--- config.mk ---
export PLATFORM = sky130hd
export DESIGN_NAME = div_unit
export DESIGN_NICKNAME = d
export VERILOG_FILES = /design/src/rtl/div_unit.sv
export SDC_FILE = /design/constraint.sdc
export NUM_CORES = 1
export LEC_CHECK = 0
export CORE_MARGIN = 3
export CORE_UTILIZATION = 52
export CTS_CLUSTER_SIZE = 14
export DETAILED_ROUTE_END_ITERATION = 6
export GPL_TIMING_DRIVEN = 0
export PLACE_DENSITY = 0.83
export SLEW_MARGIN = 5
export SYNTH_ARGS = -nofsm -noshare
export SYNTH_HDL_FRONTEND = slang
export SYNTH_SLANG_ARGS = --single-unit
--- constraint.sdc ---
create_clock -name clk -period 5.7 [get_ports clk]
set_input_delay 1.14 -clock clk [delete_from_list [all_inputs] [get_ports clk]]
set_output_delay 1.14 -clock clk [all_outputs]
set_load 0.01 [all_outputs]
--- src/rtl/div_unit.sv ---
// div_unit: iterative restoring divider for DIV/DIVU, returns {remainder, quotient} after WIDTH cycles.
// Optional DIV_ZERO_SHORTCUT_EN: a zero divisor completes directly from IDLE with the closed-form result.
module div_unit #(
    parameter int WIDTH = 32
) (
    input  logic               clk,
    input  logic               rst,
    input  logic [WIDTH-1:0]   a,
    input  logic [WIDTH-1:0]   b,
    input  logic               signed_div,
    input  logic               start,
    input  logic               annul,
    output logic [2*WIDTH-1:0] result,
    output logic               ready,
    output logic               stall_div
);
    localparam int CW = $clog2(WIDTH);
    typedef enum logic [1:0] {IDLE, BUSY, DONE} state_t;
    state_t state_q, state_d;
    logic [CW-1:0] cnt_q, cnt_d;
    logic [2*WIDTH-1:0] rq_q, rq_d, result_q, result_d, step;
    logic [WIDTH-1:0] dvs_q, dvs_d, mag_a, mag_b;
    logic [WIDTH:0] rem_x, diff;
    logic sgn_q, sgn_d, na_q, na_d, nb_q, nb_d, ready_q, ready_d;

    function automatic logic [2*WIDTH-1:0] fix(input logic [2*WIDTH-1:0] v, input logic s,
                                               input logic neg_a, input logic neg_b);
        logic [WIDTH-1:0] r, q;
        r = v[2*WIDTH-1:WIDTH];
        q = v[WIDTH-1:0];
        return {(s & neg_a) ? -r : r, (s & (neg_a ^ neg_b)) ? -q : q};
    endfunction

    always_comb begin
        mag_a = (signed_div & a[WIDTH-1]) ? -a : a;
        mag_b = (signed_div & b[WIDTH-1]) ? -b : b;
        rem_x = rq_q[2*WIDTH-1:WIDTH-1];
        diff = rem_x - {1'b0, dvs_q};
        step = diff[WIDTH] ? {rq_q[2*WIDTH-2:0], 1'b0} : {diff[WIDTH-1:0], rq_q[WIDTH-2:0], 1'b1};
        state_d = state_q;
        cnt_d = cnt_q;
        rq_d = rq_q;
        dvs_d = dvs_q;
        sgn_d = sgn_q;
        na_d = na_q;
        nb_d = nb_q;
        result_d = result_q;
        ready_d = 1'b0;
        if (annul) begin
            state_d = IDLE;
        end else begin
            unique case (state_q)
                IDLE: if (start) begin
                    rq_d = {{WIDTH{1'b0}}, mag_a};
                    dvs_d = mag_b;
                    sgn_d = signed_div;
                    na_d = a[WIDTH-1];
                    nb_d = b[WIDTH-1];
                    cnt_d = '0;
                    state_d = BUSY;
`ifdef DIV_ZERO_SHORTCUT_EN
                    if (b == '0) begin
                        state_d = DONE;
                        result_d = fix({mag_a, {WIDTH{1'b1}}}, signed_div, a[WIDTH-1], 1'b0);
                        ready_d = 1'b1;
                    end
`endif
                end
                BUSY: begin
                    rq_d = step;
                    cnt_d = cnt_q + 1'b1;
                    // the final quotient bit is folded straight into the corrected result
                    if (cnt_q == CW'(WIDTH - 1)) begin
                        state_d = DONE;
                        result_d = fix(step, sgn_q, na_q, nb_q);
                        ready_d = 1'b1;
                    end
                end
                default: state_d = IDLE;
            endcase
        end
    end

    always_ff @(posedge clk or posedge rst) begin
        if (rst) begin
            state_q <= IDLE;
            cnt_q <= '0;
            rq_q <= '0;
            dvs_q <= '0;
            sgn_q <= 1'b0;
            na_q <= 1'b0;
            nb_q <= 1'b0;
            result_q <= '0;
            ready_q <= 1'b0;
        end else begin
            state_q <= state_d;
            cnt_q <= cnt_d;
            rq_q <= rq_d;
            dvs_q <= dvs_d;
            sgn_q <= sgn_d;
            na_q <= na_d;
            nb_q <= nb_d;
            result_q <= result_d;
            ready_q <= ready_d;
        end
    end

    assign result = result_q;
    assign ready = ready_q;
    assign stall_div = ~rst & (((state_q == IDLE) & start & ~annul) | (state_q == BUSY));
endmodule

==> results.cfg, run 1 <==
[run_status]
status = completed

[routing]
wl_met1_um = 16400
ant_nets = 0
drt_wl_total_um = 37900
vias = 12200
met2_length_um = 17000
firstDrtPassIters = 6
met3WireLength_um = 3280
routedWlPerCell_um = 19.6
drc = 0
drt_iter0_drc = 1364
viasPerCell = 6.32
top_layer = met4

[final_layout]
multiInputGateArea_sq_mm = 0.00736
layout-drive-gt1-share_pct = 6.44
fillers = 1949
fin_nets = 1740
seqCellArea_sq_mm = 0.00428
final_area_sq_mm = 0.0146
final_util_pct = 64.2
antenna_cells = 0
syn_to_final_growth_pct = 20.8
final_cells = 1930

[yosys]
yosys_most_used_dff = dfrtp_1
syn_area_sq_mm = 0.0121
synth_fp_nets = 1574
post_synth.cell_area_avg_sq_um = 8.23
yosysSeqAreaShare_pct = 35.5
synth_top_family_by_area = compound AO/OA/AOI/OAI gates
synthXorXnorAreaFrac_pct = 9.51
synthCells = 1466
synth_warnings = 0
synth_seq_cells = 171
synth_cell_type_count = 85
synthAdderAreaFrac_pct = 4.11
synth-simple-area-share_pct = 19.6
synth_area_leader_cell = dfrtp_1
synth_area_leaders = dfrtp_1 (35%), o21ai_0 (8.8%), nand2_1 (6.4%), xnor2_1 (5.2%), xor2_1 (4.4%)
synth_edf_count = 0
synth-compound-area-share_pct = 24.9
synth_mux_area_share_pct = 2.26
synth-async-reset-ratio_pct = 100
synth_top_area_share_pct = 35.5

[timing]
skew_ns = 0.0138
min_period_over_period_pct = 96.3
max_freq_mhz = 182
setup_viol = 0
max_slew_margin_pct = 20.3
report.final.slew_viol_count = 0
layout_min_cycle_time_ns = 5.49
hold_ws_ns = 0.481
tightest_slew_ns = 1.18
fin_setup_tns_ns = 0
hold_viol = 0

[critical_path]
r2r_start = rq_q[31]$_DFFE_PP0P_
cp.required_ns = 6.07
critPathLaunch = rq_q[31]$_DFFE_PP0P_
critPathLaunchType = flop
arrival_ns = 5.86
crit_type = reg2reg
end_kind = flop
crit_path_max_fanout = 10

[power_and_ir_drop]
p_int_mw = 3.89
p_seq_share_pct = 22.0
vdd_drop_max_mv = 0.277
p_comb_share_pct = 63.4
power_density_mw_per_mm2 = 549
p_sw_mw = 4.11
p_leak_nw = 6.00
switching_share_pct = 51.3
p_clk_share_pct = 14.6

[placement]
postPlaceCellArea_sq_mm = 0.0139
dp_hpwl_um = 29400
gp_congestion = 0.969
dp.cells = 1890
portBuffers = 134

[global_routing]
grt_pass1_vias = 11500
grt_use_total_pct = 30.2
grt_max_degree = 42
grt_pass1_wl_um = 60300
antenna_found_initial = 0
grt_overflow = 0

[clocking]
cts_root_buffer = clkbuf_16
clock_latency_ns = 0.44
clk_path_buf_depth = 2
clkTransAtPathRegs_ns = 0.07
cts_tree = built
ctsHoldBuffers = 0
cts.sinks = 171
cts_max_level = 4
numCtsBuffers = 17

[flow_run]
cap_violations = 0

[min_path]
hp-class = reg2reg
min_from = result[54]$_DFFE_PP0P_

[floorplanning]
die_area_sq_mm = 0.0251
core_area_sq_mm = 0.0227
boundaryPins = 135
die_w_um = 158
die_h_um = 158
initial_utilization_pct = 53.1
rows = 55
## registers in the layout (all words and copies together), names as in the netlist
| signal | flops |
|---|---|
| cnt_q | 5 |
| dvs_q | 32 |
| na_q | 1 |
| nb_q | 1 |
| ready | 1 |
| result | 64 |
| rq_q | 64 |
| sgn_q | 1 |
| state_q | 2 |
## per-stage QoR
step | total power [mW] | worst slack (ns)
5_1_grt | 8.55 | -0.0311
2_1_floorplan | 5.23 | 0.796
3_5_place_dp | 6.52 | -0.704
4_1_cts | 7.77 | 0.0263
3_3_place_gp | 6.44 | -0.664
6_report | 8.00 | 0.211
## cell families (layout without fill, tap and decap cells)
family	after synthesis	after routing
AO/OA/AOI/OAI	480	480
XOR/XNOR	131	131
adder cells (fa/ha/maj)	39	39
buffers and inverters	124	303
flip-flops	171	171
multiplexers	27	27
AND/OR/NAND/NOR	494	494
## power by group through the flow
| stage | Sequential [mW] | Clock [mW] | Combinational (mW) |
|---|---|---|---|
| after floorplan | 1.64 | 0 | 3.58 |
| after global placement | 1.75 | 0 | 4.69 |
| after detailed placement | 1.76 | 0 | 4.76 |
| after CTS | 1.74 | 1.17 | 4.86 |
| after global routing | 1.78 | 1.22 | 5.55 |
| final | 1.76 | 1.17 | 5.07 |
## repair_timing
item	CTS	global route
setup buffers	2	6
gates resized for setup	7	7
pin swaps	0	3
setup endpoints to repair	15	13
gates cloned	0	0
## metal layers
metal  global-route usage (%)  up-vias
li1                         -     5655
met1                     43.5     5774
met2                     46.5      660
met3                     4.87      106
met4                     10.2        0
met5                        0        -
## cell usage in the layout (no fill, tap or decap), types with 13 or more instances in the layout
cell / n
and2_1: 14
clkbuf_1: 51
nand3_1: 25
inv_1: 50
a21oi_1: 86
nand4_1: 13
o31ai_1: 21
buf_2: 14
clkbuf_16: 17
xor2_1: 60
mux2i_1: 25
or3_1: 18
o21ai_0: 212
dfrtp_1: 171
a22oi_1: 30
o211ai_1: 14
nand2_1: 205
ha_1: 37
nor4_1: 25
clkdlybuf4s50_1: 134
nor3_1: 36
nor2_1: 93
xnor2_1: 71
## path summary, 6_finish.rpt
kind                                          endpoint  slack, ns  depth (start not counted)
worst min-delay path            result[54]$_DFFE_PP0P_       0.48                          2
worst max-delay path            result[62]$_DFFE_PP0P_       0.21                         23
worst max register to register  result[62]$_DFFE_PP0P_       0.21                         23
max in group asynchronous         rq_q[14]$_DFFE_PP0P_       3.62                          4
worst min register to register  result[54]$_DFFE_PP0P_       0.48                          2
min in group asynchronous         rq_q[28]$_DFFE_PP0P_       1.23                          2
## layout make-up
type / count / area share [%]
repair buffers: 147 / 10.2
flip-flops and latches: 171 / 29.4
plain buffers: 71 / 2.06
clock buffers: 18 / 3.01
well taps: 285 / 2.45
clock inverters: 14 / 0.996
multi-input cells: 1171 / 50.5
inverters: 53 / 1.39
## synthesized netlist by cell type, types with 6 or more instances
cell and instances:
xnor2_1 71, o21ai_0 212, o41ai_1 6, inv_1 51
or3_1 18, nand2_1 205, nand4_1 13, dfrtp_1 171
mux2i_1 25, and2_1 14, nor3_1 36, a31oi_1 8
nand2b_1 9, o211ai_1 14, o31ai_1 22, a211oi_1 11
nand3_1 25, a21oi_1 87, a21o_1 11, and3_1 6
xor2_1 60, o21a_1 6, nor4_1 26, buf_2 15
ha_1 38, clkbuf_1 51, a22oi_1 30, nor2_1 93
or4_1 10
## critical path, cell delays in order (launching register included)
cell and delay, ns:
dfrtp_1 0.41, inv_1 0.09, ha_1 0.23, fa_1 0.44
nor2b_4 0.19, o31ai_4 0.09, a21o_2 0.27, a2111oi_4 0.35
buf_4 0.20, o31a_1 0.19, nor2_1 0.08, inv_2 0.10
buf_4 0.21, clkbuf_4 0.28, nor2_1 0.08, a21oi_2 0.15
ha_2 0.23, and3b_1 0.20, nand2_1 0.14, or4_1 0.51
o32a_1 0.29, nor2_1 0.12, or4b_1 0.45, nand3_1 0.09
Power figures use the tool's default switching activity.
==> run 2: changes to the inputs <==
Settings changed: CTS_CLUSTER_DIAMETER set to 120, SLEW_MARGIN 5 to 10.
==> run 2 against run 1 <==
Fmax grew 2.2%. Global-route usage grew 0.72 points. Cell area grew 0.53%. Non-clock buffer count grew 2. Worst setup slack gained 0.12 ns. Register-to-register slack gained 0.12 ns. Critical path type unchanged. Largest cell class unchanged. Largest power group unchanged.
==> results.cfg, run 2 (synthesis gave the netlist of run 1 again) <==
[run_status]
status = completed

[global_routing]
grt_use_met1_pct = 43.5
grt_max_degree = 40
grt_pass1_vias = 11700
use_met2_pct = 48.2
grt_overflow = 0
gr-usage-met3_pct = 5.44
antenna_found_initial = 0
grt_pass1_wl_um = 61600
grt_use_total_pct = 30.9
busiest_layer = met2

[floorplanning]
die_w_um = 158
initial_utilization_pct = 53.1
core_area_sq_mm = 0.0227
rows = 55
die_area_sq_mm = 0.0251
die_h_um = 158
boundaryPins = 135

[final_layout]
layout-drive-gt1-share_pct = 6.44
layout_common_cells = o21ai_0 (212), nand2_1 (205), dfrtp_1 (171)
final_util_pct = 64.5
syn_to_final_growth_pct = 21.5
antenna_cells = 0
layout_commonest_cell = o21ai_0
final_cells = 1931
fin_nets = 1742

[flow_run]
cap_violations = 0

[min_path]
holdPathEnd = result[15]$_DFFE_PP0P_
min_from = result[15]$_DFFE_PP0P_
hp-class = reg2reg
worstHoldPathCells = 2

[timing]
hold_viol = 0
setup_viol = 0
skew_ns = 0.00931
max_freq_mhz = 186
max_slew_margin_pct = 25.6
layout_min_cycle_time_ns = 5.37
report.final.slew_viol_count = 0
min_period_over_period_pct = 94.2
tightest_slew_ns = 1.10
rsz0062_at_grt = false
setup_slack_ns = 0.329

[routing]
routedWlPerCell_um = 20.0
drt_wl_total_um = 38700
viasPerCell = 6.35
ant_nets = 0
firstDrtPassIters = 6
drc = 0
drt_iter0_drc = 1369
vias = 12300

[critical_path]
critPathLaunchType = flop
crit_type = reg2reg
crit_path_max_fanout = 10
reg2reg_depth = 22
arrival_ns = 5.75
r2r_slack_ns = 0.33
cpPeakStageDelay_ns = 0.51
critPathLaunch = rq_q[31]$_DFFE_PP0P_
r2r_start = rq_q[31]$_DFFE_PP0P_
cp.required_ns = 6.08
end_kind = flop
worst_path_max_delay_cell = or4_1
crit-reg2reg-capture = result[62]$_DFFE_PP0P_
cp_cell_sequence = inv_1 -> ha_1 -> fa_1 -> nor2b_4 -> o31ai_2 -> a21o_2 -> a2111oi_4 -> buf_4 -> nor4_4 -> nor2_1 -> inv_2 -> buf_6 -> clkbuf_4 -> a21oi_1 -> ha_1 -> and3b_1 -> nand2_1 -> or4_1 -> o32a_1 -> nor2_1 -> or4b_1 -> nand3_1

[clocking]
cts_max_level = 4
ctsHoldBuffers = 0
clk_path_buf_depth = 2
numCtsBuffers = 17
cts_root_buffer = clkbuf_16
clkTransAtPathRegs_ns = 0.07
cts_tree = built
cts.sinks = 171
clock_latency_ns = 0.44

[power_and_ir_drop]
p_leak_nw = 6.04
power_density_mw_per_mm2 = 555
p_sw_mw = 4.09
p_comb_share_pct = 62.5
switching_share_pct = 50.4
p_int_mw = 4.03
p_total_mw = 8.13
p_seq_share_pct = 21.7
p_clk_share_pct = 15.8
vdd_drop_max_mv = 0.321

[placement]
dp.cells = 1891
portBuffers = 134
dp_hpwl_um = 29400
post-place-ws_ns = -0.749
gp_congestion = 0.969
run 2: timing repair:
item,4_1_cts,5_1_grt
buffers inserted,6,3
pin swaps,2,1
gates resized for setup,6,8
endpoints found under the setup margin,16,14
run 2: power by group through the flow:
stage	clock, mW	combinational [mW]	sequential, mW
after detailed placement	0	4.77	1.76
after global placement	0	4.69	1.75
after CTS	1.29	4.89	1.74
after global routing	1.34	5.54	1.78
after floorplan	0	3.58	1.64
final	1.29	5.08	1.76
run 2: routing by layer:
| layer | routed length (um) | part of all wire, % |
|---|---|---|
| met1 | 16700 | 43 |
| met5 | 0 | 0 |
| met4 | 1450 | 3.8 |
| met2 | 17500 | 45 |
| met3 | 3010 | 7.8 |
run 2: layout make-up:
type,count,area [sq um]
Fill cell,1933,8060
Multi-Input combinational cell,1171,7360
Sequential cell,171,4280
Timing Repair Buffer,149,1520
Clock buffer,18,429
Tap cell,285,357
Buffer,71,304
Clock inverter,13,205
Inverter,53,203
run 2: worst max-delay path by stage:
| stage | to | slack (ns) | cells after the start |
|---|---|---|---|
| after floorplan | result[58]$_DFFE_PP0P_ | 0.80 | 22 |
| after CTS | result[62]$_DFFE_PP0P_ | 0.03 | 22 |
| final | result[62]$_DFFE_PP0P_ | 0.33 | 22 |
| after detailed placement | result[52]$_DFFE_PP0P_ | -0.75 | 22 |
| after global placement | result[52]$_DFFE_PP0P_ | -0.66 | 22 |
| after global routing | result[62]$_DFFE_PP0P_ | 0.05 | 24 |
run 2: critical path, delay by kind of cell (launching register included):
kind                       cells  cell delay, ns
adders and majority gates      3            0.92
and+or+nand+nor                9            1.90
AOI/OAI and AO/OA              5            1.37
buffers and inverters          5            0.72
DFF                            1            0.39
run 2: per-stage QoR:
stage	setup TNS, ns	hold WS [ns]	instance area, sq um
floorplan	0	0.450	12100
global placement	-4.73	0.465	13800
detailed placement	-5.84	0.470	13900
CTS	0	0.484	14600
global route	0	0.504	14600
finish	0	0.483	14600
